<file path="config.mk">
export PLATFORM = sky130hd
export DESIGN_NAME = acc_requant_drain
export DESIGN_NICKNAME = d
export VERILOG_FILES = /design/src/rtl/npu_pkg.sv /design/src/rtl/requant_lane.sv /design/src/rtl/acc_requant_drain.sv
export SDC_FILE = /design/constraint.sdc
export NUM_CORES = 2
export LEC_CHECK = 0
export ABC_AREA = 1
export CAP_MARGIN = 20
export CORE_UTILIZATION = 65
export DETAILED_ROUTE_END_ITERATION = 12
export DONT_BUFFER_PORTS = 1
export PLACE_DENSITY_LB_ADDON = 0.08
export SYNTH_ARGS = -nofsm -noshare
export SYNTH_HDL_FRONTEND = slang
export SYNTH_SLANG_ARGS = --single-unit
</file>
<file path="constraint.sdc">
create_clock -name clock -period 10.1 [get_ports clock]
set_clock_uncertainty 0.05 [all_clocks]
set_input_delay 1.01 -clock clock [delete_from_list [all_inputs] [get_ports clock]]
set_output_delay 1.01 -clock clock [all_outputs]
set_load 0.01 [all_outputs]
</file>
<file path="src/rtl/npu_pkg.sv">
// Shared constants and types for the NPU accumulator drain / requantization path.
package npu_pkg;

  localparam int ACC_W = 20;

  localparam int INT8_MIN = -128;
  localparam int INT8_MAX = 127;
  localparam int INT4_MIN = -8;
  localparam int INT4_MAX = 7;

  typedef enum logic [1:0] {
    IDLE  = 2'd0,
    DRAIN = 2'd1,
    FLUSH = 2'd2
  } drain_state_t;

  typedef enum logic {
    RND_TRUNC   = 1'b0,
    RND_HALF_UP = 1'b1
  } round_mode_t;

  localparam round_mode_t REQUANT_ROUND = RND_HALF_UP;

endpackage

</file>
<file path="src/rtl/requant_lane.sv">
// Combinational requantizer: round, arithmetic shift, add zero point, clamp
// into a signed OUT_W-bit result (OUT_W is 8 or 4).
module requant_lane
  import npu_pkg::*;
#(
  parameter int IN_W  = 37,
  parameter int OUT_W = 8
) (
  input  logic [IN_W-1:0]  prod,
  input  logic [4:0]       shift,
  input  logic [OUT_W-1:0] zp,
  output logic [OUT_W-1:0] y
);

  // Internal width covers a 31-bit rounding bias even for narrow products.
  localparam int SW      = ((IN_W > 32) ? IN_W : 32) + 2;
  localparam int OUT_MIN = (OUT_W == 4) ? INT4_MIN : INT8_MIN;
  localparam int OUT_MAX = (OUT_W == 4) ? INT4_MAX : INT8_MAX;
  localparam logic signed [SW-1:0] LO_LIM = SW'(OUT_MIN);
  localparam logic signed [SW-1:0] HI_LIM = SW'(OUT_MAX);

  logic signed [SW-1:0] p_ext;
  logic signed [SW-1:0] bias;
  logic signed [SW-1:0] rounded;
  logic signed [SW-1:0] shifted;
  logic signed [SW-1:0] zp_ext;
  logic signed [SW-1:0] offset;

  // Round-half-up, shift, offset and saturate.
  always_comb begin
    p_ext  = $signed({{(SW-IN_W){prod[IN_W-1]}}, prod});
    zp_ext = $signed({{(SW-OUT_W){zp[OUT_W-1]}}, zp});
    bias   = '0;
    if (REQUANT_ROUND == RND_HALF_UP && shift != 5'd0) begin
      bias = SW'(1) << (shift - 5'd1);
    end
    rounded = p_ext + bias;
    shifted = rounded >>> shift;
    offset  = shifted + zp_ext;
    if (offset > HI_LIM) begin
      y = HI_LIM[OUT_W-1:0];
    end else if (offset < LO_LIM) begin
      y = LO_LIM[OUT_W-1:0];
    end else begin
      y = offset[OUT_W-1:0];
    end
  end

endmodule

</file>
<file path="src/rtl/acc_requant_drain.sv">
// Snapshots one row of MAC accumulators, clears the MACs, and streams one
// requantized byte per column (INT8 or packed dual INT4) over valid/ready.
//
// state | meaning
// IDLE  | waiting for i_start; config and row are latched on start
// DRAIN | issuing columns 0..NUM_COLS-1 into the two-stage pipeline
// FLUSH | waiting for the last beat to be accepted, then pulse o_done
module acc_requant_drain
  import npu_pkg::*;
#(
  parameter int NUM_COLS = 4,
  parameter int ACC_W    = npu_pkg::ACC_W,
  parameter int SCALE_W  = 16
) (
  input  logic                        clock,
  input  logic                        reset,
  input  logic                        i_start,
  input  logic [NUM_COLS*ACC_W-1:0]   i_acc_vec,
  input  logic                        i_int4_mode,
  input  logic [SCALE_W-1:0]          i_scale,
  input  logic [4:0]                  i_shift,
  input  logic [7:0]                  i_zero_point,
  output logic                        o_clear_acc,
  output logic                        o_busy,
  output logic                        o_valid,
  input  logic                        i_ready,
  output logic [7:0]                  o_data,
  output logic [$clog2(NUM_COLS)-1:0] o_col_idx,
  output logic                        o_last,
  output logic                        o_done
);

  localparam int CW   = $clog2(NUM_COLS);
  localparam int HW   = ACC_W / 2;
  localparam int P8W  = ACC_W + SCALE_W + 1;
  localparam int P4W  = HW + SCALE_W + 1;
  localparam logic [CW-1:0] LAST_COL = CW'(NUM_COLS - 1);

  drain_state_t state, next_state;

  logic [NUM_COLS*ACC_W-1:0] acc_q;
  logic                      mode_q;
  logic [SCALE_W-1:0]        scale_q;
  logic [4:0]                shift_q;
  logic [7:0]                zp_q;
  logic [CW-1:0]             col_q;

  logic                  a_valid;
  logic [CW-1:0]         a_col;
  logic                  a_last;
  logic signed [P8W-1:0] a_p8;
  logic signed [P4W-1:0] a_phi;
  logic signed [P4W-1:0] a_plo;

  logic                  advance;
  logic                  start_ok;
  logic                  issue;
  logic                  last_accept;
  logic [ACC_W-1:0]      col_acc;
  logic signed [P8W-1:0] p8;
  logic signed [P4W-1:0] phi;
  logic signed [P4W-1:0] plo;
  logic [7:0]            y8;
  logic [3:0]            y_hi;
  logic [3:0]            y_lo;

  assign advance = !o_valid || i_ready;

  // State register.
  always_ff @(posedge clock) begin
    if (reset) state <= IDLE;
    else       state <= next_state;
  end

  // Next-state logic.
  always_comb begin
    next_state = state;
    case (state)
      IDLE:    if (i_start) next_state = DRAIN;
      DRAIN:   if (issue && col_q == LAST_COL) next_state = FLUSH;
      FLUSH:   if (last_accept) next_state = IDLE;
      default: next_state = IDLE;
    endcase
  end

  // State-decoded controls.
  always_comb begin
    start_ok    = 1'b0;
    issue       = 1'b0;
    last_accept = 1'b0;
    o_busy      = 1'b0;
    case (state)
      IDLE:  start_ok = i_start;
      DRAIN: begin
        o_busy = 1'b1;
        issue  = advance;
      end
      FLUSH: begin
        o_busy      = 1'b1;
        last_accept = o_valid && o_last && i_ready;
      end
      default: ;
    endcase
  end

  // Row snapshot, frozen config, column counter and control pulses.
  always_ff @(posedge clock) begin
    if (reset) begin
      acc_q       <= '0;
      mode_q      <= 1'b0;
      scale_q     <= '0;
      shift_q     <= '0;
      zp_q        <= '0;
      col_q       <= '0;
      o_clear_acc <= 1'b0;
      o_done      <= 1'b0;
    end else begin
      if (start_ok) begin
        acc_q   <= i_acc_vec;
        mode_q  <= i_int4_mode;
        scale_q <= i_scale;
        shift_q <= i_shift;
        zp_q    <= i_zero_point;
        col_q   <= '0;
      end else if (issue) begin
        col_q <= (col_q == LAST_COL) ? '0 : col_q + 1'b1;
      end
      o_clear_acc <= start_ok;
      o_done      <= last_accept;
    end
  end

  // Column select and the three products (full INT8, INT4 high and low halves).
  always_comb begin
    col_acc = acc_q[col_q*ACC_W +: ACC_W];
    p8  = P8W'($signed(col_acc)) * P8W'($signed({1'b0, scale_q}));
    phi = P4W'($signed(col_acc[ACC_W-1:HW])) * P4W'($signed({1'b0, scale_q}));
    plo = P4W'($signed(col_acc[HW-1:0])) * P4W'($signed({1'b0, scale_q}));
  end

  // Stage A: multiply register.
  always_ff @(posedge clock) begin
    if (reset) begin
      a_valid <= 1'b0;
      a_col   <= '0;
      a_last  <= 1'b0;
      a_p8    <= '0;
      a_phi   <= '0;
      a_plo   <= '0;
    end else if (advance) begin
      a_valid <= issue;
      if (issue) begin
        a_col  <= col_q;
        a_last <= (col_q == LAST_COL);
        a_p8   <= p8;
        a_phi  <= phi;
        a_plo  <= plo;
      end
    end
  end

  requant_lane #(.IN_W(P8W), .OUT_W(8)) u_lane_int8 (
    .prod  (a_p8),
    .shift (shift_q),
    .zp    (zp_q),
    .y     (y8)
  );

  requant_lane #(.IN_W(P4W), .OUT_W(4)) u_lane_hi (
    .prod  (a_phi),
    .shift (shift_q),
    .zp    (zp_q[3:0]),
    .y     (y_hi)
  );

  requant_lane #(.IN_W(P4W), .OUT_W(4)) u_lane_lo (
    .prod  (a_plo),
    .shift (shift_q),
    .zp    (zp_q[3:0]),
    .y     (y_lo)
  );

  // Stage B: requantized output register; holds while stalled.
  always_ff @(posedge clock) begin
    if (reset) begin
      o_valid   <= 1'b0;
      o_data    <= '0;
      o_col_idx <= '0;
      o_last    <= 1'b0;
    end else if (advance) begin
      o_valid <= a_valid;
      if (a_valid) begin
        o_data    <= mode_q ? {y_hi, y_lo} : y8;
        o_col_idx <= a_col;
        o_last    <= a_last;
      end
    end
  end

endmodule

</file>
==> out/metrics.yaml <==
clocking:
  cts_hold_buf: 0
  cts.clk_slew.worst_paths_ns: 0.07
  cts-root-buf: "clkbuf_16"
  h-tree-depth: 1
  post_cts_buffers: 0
  clockBufferDepth: 3
  cts_tree: "yes"
  clkLatencyLatePin_ns: 0.59
  cts-buffers-inserted: 25
  cts_resized: 0
  cts_sinks: 221
timing:
  fmax_mhz: 112
  hold_viol_final: 0
  rsz0062_at_grt: "no"
  holdWs_ns: 0.424
  slew_headroom_pct: 29.1
  tightestPinTransition_ns: 1.06
  post-route-period-util_pct: 88.2
  fin_ws_ns: 1.19
  tns_ns: 0
  setup_viol: 0
  period_needed_ns: 8.91
  maxSlewViolCount: 0
power_and_ir_drop:
  p_leak_nw: 25.4
  power_switching_mw: 7.86
  pwr-share-comb_pct: 80.8
  pwr-share-seq_pct: 11.4
  intPower_mw: 5.07
  switching_share_pct: 60.8
  power_density_nw_per_um2: 262
  clockPowerShare_pct: 7.8
  peakVddDrop_v: 0.000192
drt:
  post_drt_wl_per_cell_um: 20.2
  wl_um: 163000
  drtIter0Drc: 5686
  vias: 48600
  drt-pass1-iter-count: 12
  drc_errors: 0
  ant_nets: 0
  via_per_inst: 6.01
placement:
  io_buffers: 0
  post_dp_cell_area_um2: 48500
  place_ws_ns: 1.75
  gp_congestion: 1.08
  dp_hpwl_um: 137000
synth:
  postSynthCellCount: 7275
  syn_avg_cell_area_um2: 6.58
  synth-seq-area-share_pct: 9.24
  synthArstFlopShare_pct: 0
  netlist_area_um2: 47900
  ys_warn_count: 0
  yosys.area.top_type_share_pct: 22.2
  synth_cell_type_count: 68
  yosysTopAreaCell: "fa_1"
  ys_ff_latch: 221
  synth_area_leaders: "fa_1 (22%), ha_1 (12%), nand2_1 (11%)"
  synth_flop_cell: "dfxtp_1"
  synth_edf_count: 0
grt:
  gr-total-overflow: 0
  antenna_found_initial: 5
  grt_pass1_wl_um: 255000
  grt_pass1_vias: 46800
  grt_max_degree: 96
  track_usage_pct: 43.5
critical_path:
  crit_fanout: 22
  path_class: "flop to flop"
  slowest_stage: "dfxtp_1"
  crit_family: "adder cells"
  critical_path_buf_inv_count: 7
  r2r_cells: 29
  cp.depth: 29
  cp.arrival_ns: 9.34
  critPathCapture: "a_p8[35]"
  end_kind: "flop"
  required_ns: 10.53
  rr_startpoint: "col_q[1]"
  critPathMostFrequentCell: "inv_1"
  crit_path_start_kind: "flop"
  slowest_delay_ns: 0.85
  critPathLaunch: "col_q[1]"
  timing.rr.end: "a_p8[35]"
  regToRegSetupSlack_ns: 1.19
floorplan:
  placementRows: 99
  start_util_pct: 65.6
  die_h_um: 273
  num_io_pins: 129
  core-area_um2: 73000
  die_w_um: 273
  die_area_um2: 74800
run:
  maxCapViolCount: 0
finish:
  nets: 8199
  drive_above_1_share_pct: 2.61
  finalInstanceArea_um2: 49400
  synthToLayoutAreaGrowth_pct: 3.12
  fillers: 6547
outcome:
  status: "finished clean"
min_path:
  hold_class: "flop to flop"
  whs_path_depth: 2
-- kinds of logic (layout without fill, tap and decap cells) --
| family | after synthesis | after routing | synth area share (%) |
|---|---|---|---|
| AOI/OAI and AO/OA | 1080 | 1080 | 12.1 |
| xor gates and xnor gates | 190 | 190 | 3.49 |
| adders and majority gates | 975 | 975 | 33.8 |
| buffers and inverters | 1480 | 1330 | 11.7 |
| DFF | 221 | 221 | 9.24 |
| muxes | 6 | 6 | 0.125 |
| other | 2 | 9 | 0.0157 |
| and+or+nand+nor | 3321 | 3321 | 29.5 |
-- flip-flops by register name (all words and copies together), names as in the netlist, 5 cells and up --
| register | cells |
|---|---|
| acc_q | 80 |
| a_p8 | 37 |
| a_phi | 27 |
| a_plo | 25 |
| scale_q | 16 |
| o_data | 8 |
| zp_q | 8 |
| shift_q | 5 |
-- how the worst min path moves through the flow --
| stage | to | slack [ns] | from |
|---|---|---|---|
| 2_1_floorplan | a_col[0] | 0.40 | a_col[0] |
| 3_3_place_gp | acc_q[4] | 0.41 | acc_q[4] |
| 3_5_place_dp | acc_q[54] | 0.41 | acc_q[54] |
| 4_1_cts | o_data[4] | 0.43 | reset |
| 5_1_grt | a_valid | 0.44 | reset |
| 6_report | acc_q[11] | 0.42 | acc_q[11] |
-- power groups by stage --
| stage | combinational (mW) | clock [mW] | sequential [mW] |
|---|---|---|---|
| 6_report | 10.4 | 1.01 | 1.47 |
| 5_1_grt | 11.5 | 1.03 | 1.48 |
| 4_1_cts | 10.2 | 1.00 | 1.45 |
| 3_5_place_dp | 10.1 | 0 | 1.46 |
| 3_3_place_gp | 9.87 | 0 | 1.46 |
| 2_1_floorplan | 7.25 | 0 | 1.29 |
-- cell usage in the layout, fill, tap and decap left out, drive strengths merged, types with 3 or more instances in the layout --
cell	netlist	layout
o31ai	6	6
buf	70	42
clkinv	11	16
a31oi	32	32
a21oi	440	440
xor2	130	130
and2	3	3
clkbuf	167	29
nor4	14	14
a21o	17	17
or2	23	23
o21a	16	16
conb	2	5
inv	1232	1235
nand4	72	72
o21bai	19	19
fa	532	532
nor3	58	58
nand2	1494	1494
a211oi	5	5
o221ai	3	3
nor3b	4	4
a21boi	14	14
nand3b	29	29
bufinv	0	3
ha	443	443
o21ai	483	483
dfxtp	221	221
xnor2	60	60
nor2	892	892
mux2i	6	6
o211ai	30	30
nand3	726	726
clkinvlp	0	5
o22ai	5	5
diode	0	4
-- synthesized netlist by cell type (all sizes together) (3+ instances only) --
master,instances
dfxtp,221
nor3b,4
nand3b,29
xor2,130
o211ai,30
a21oi,440
o31ai,6
a211oi,5
o21a,16
a21boi,14
clkbuf,167
a21o,17
and2,3
clkinv,11
ha,443
mux2i,6
xnor2,60
nor4,14
nand2,1494
a31oi,32
nor2,892
o21bai,19
inv,1232
o221ai,3
or2,23
nand4,72
nor3,58
nand3,726
o21ai,483
o22ai,5
buf,70
fa,532
-- final cells by class --
class                      instances  area (um^2)  area share, %
clock buffer                      29          641           1.30
antenna                            4         10.0         0.0203
sequential                       221         4440           8.99
inverter                        1243         4670           9.46
timing repair buffer              42          315          0.638
tap                              959         1200           2.43
clock inverter                    16          221          0.448
multi-input combinational       5577        37900           76.7
-- tightest hold or removal path: stages (launching register included) --
cell     delay, ns
dfxtp_1       0.30
inv_1         0.05
o21ai_0       0.07
-- per-layer routing --
layer	vias up	share of wire [%]	global-route usage (%)
li1	22900	-	-
met1	22600	39	55.7
met2	2636	44	69.5
met3	589	9.5	6.67
met4	2	7.2	25.8
met5	-	0.0049	0
-- metrics by stage --
step	power (mW)	std cells	utilization, %
floorplan	8.54	7278	-
global placement	11.3	8042	66.5
detailed placement	11.6	8042	66.5
CTS	12.6	8087	67.7
global route	14.0	8088	67.7
finish	12.9	8091	67.7
No activity file was read; power rests on OpenSTA's default activity.
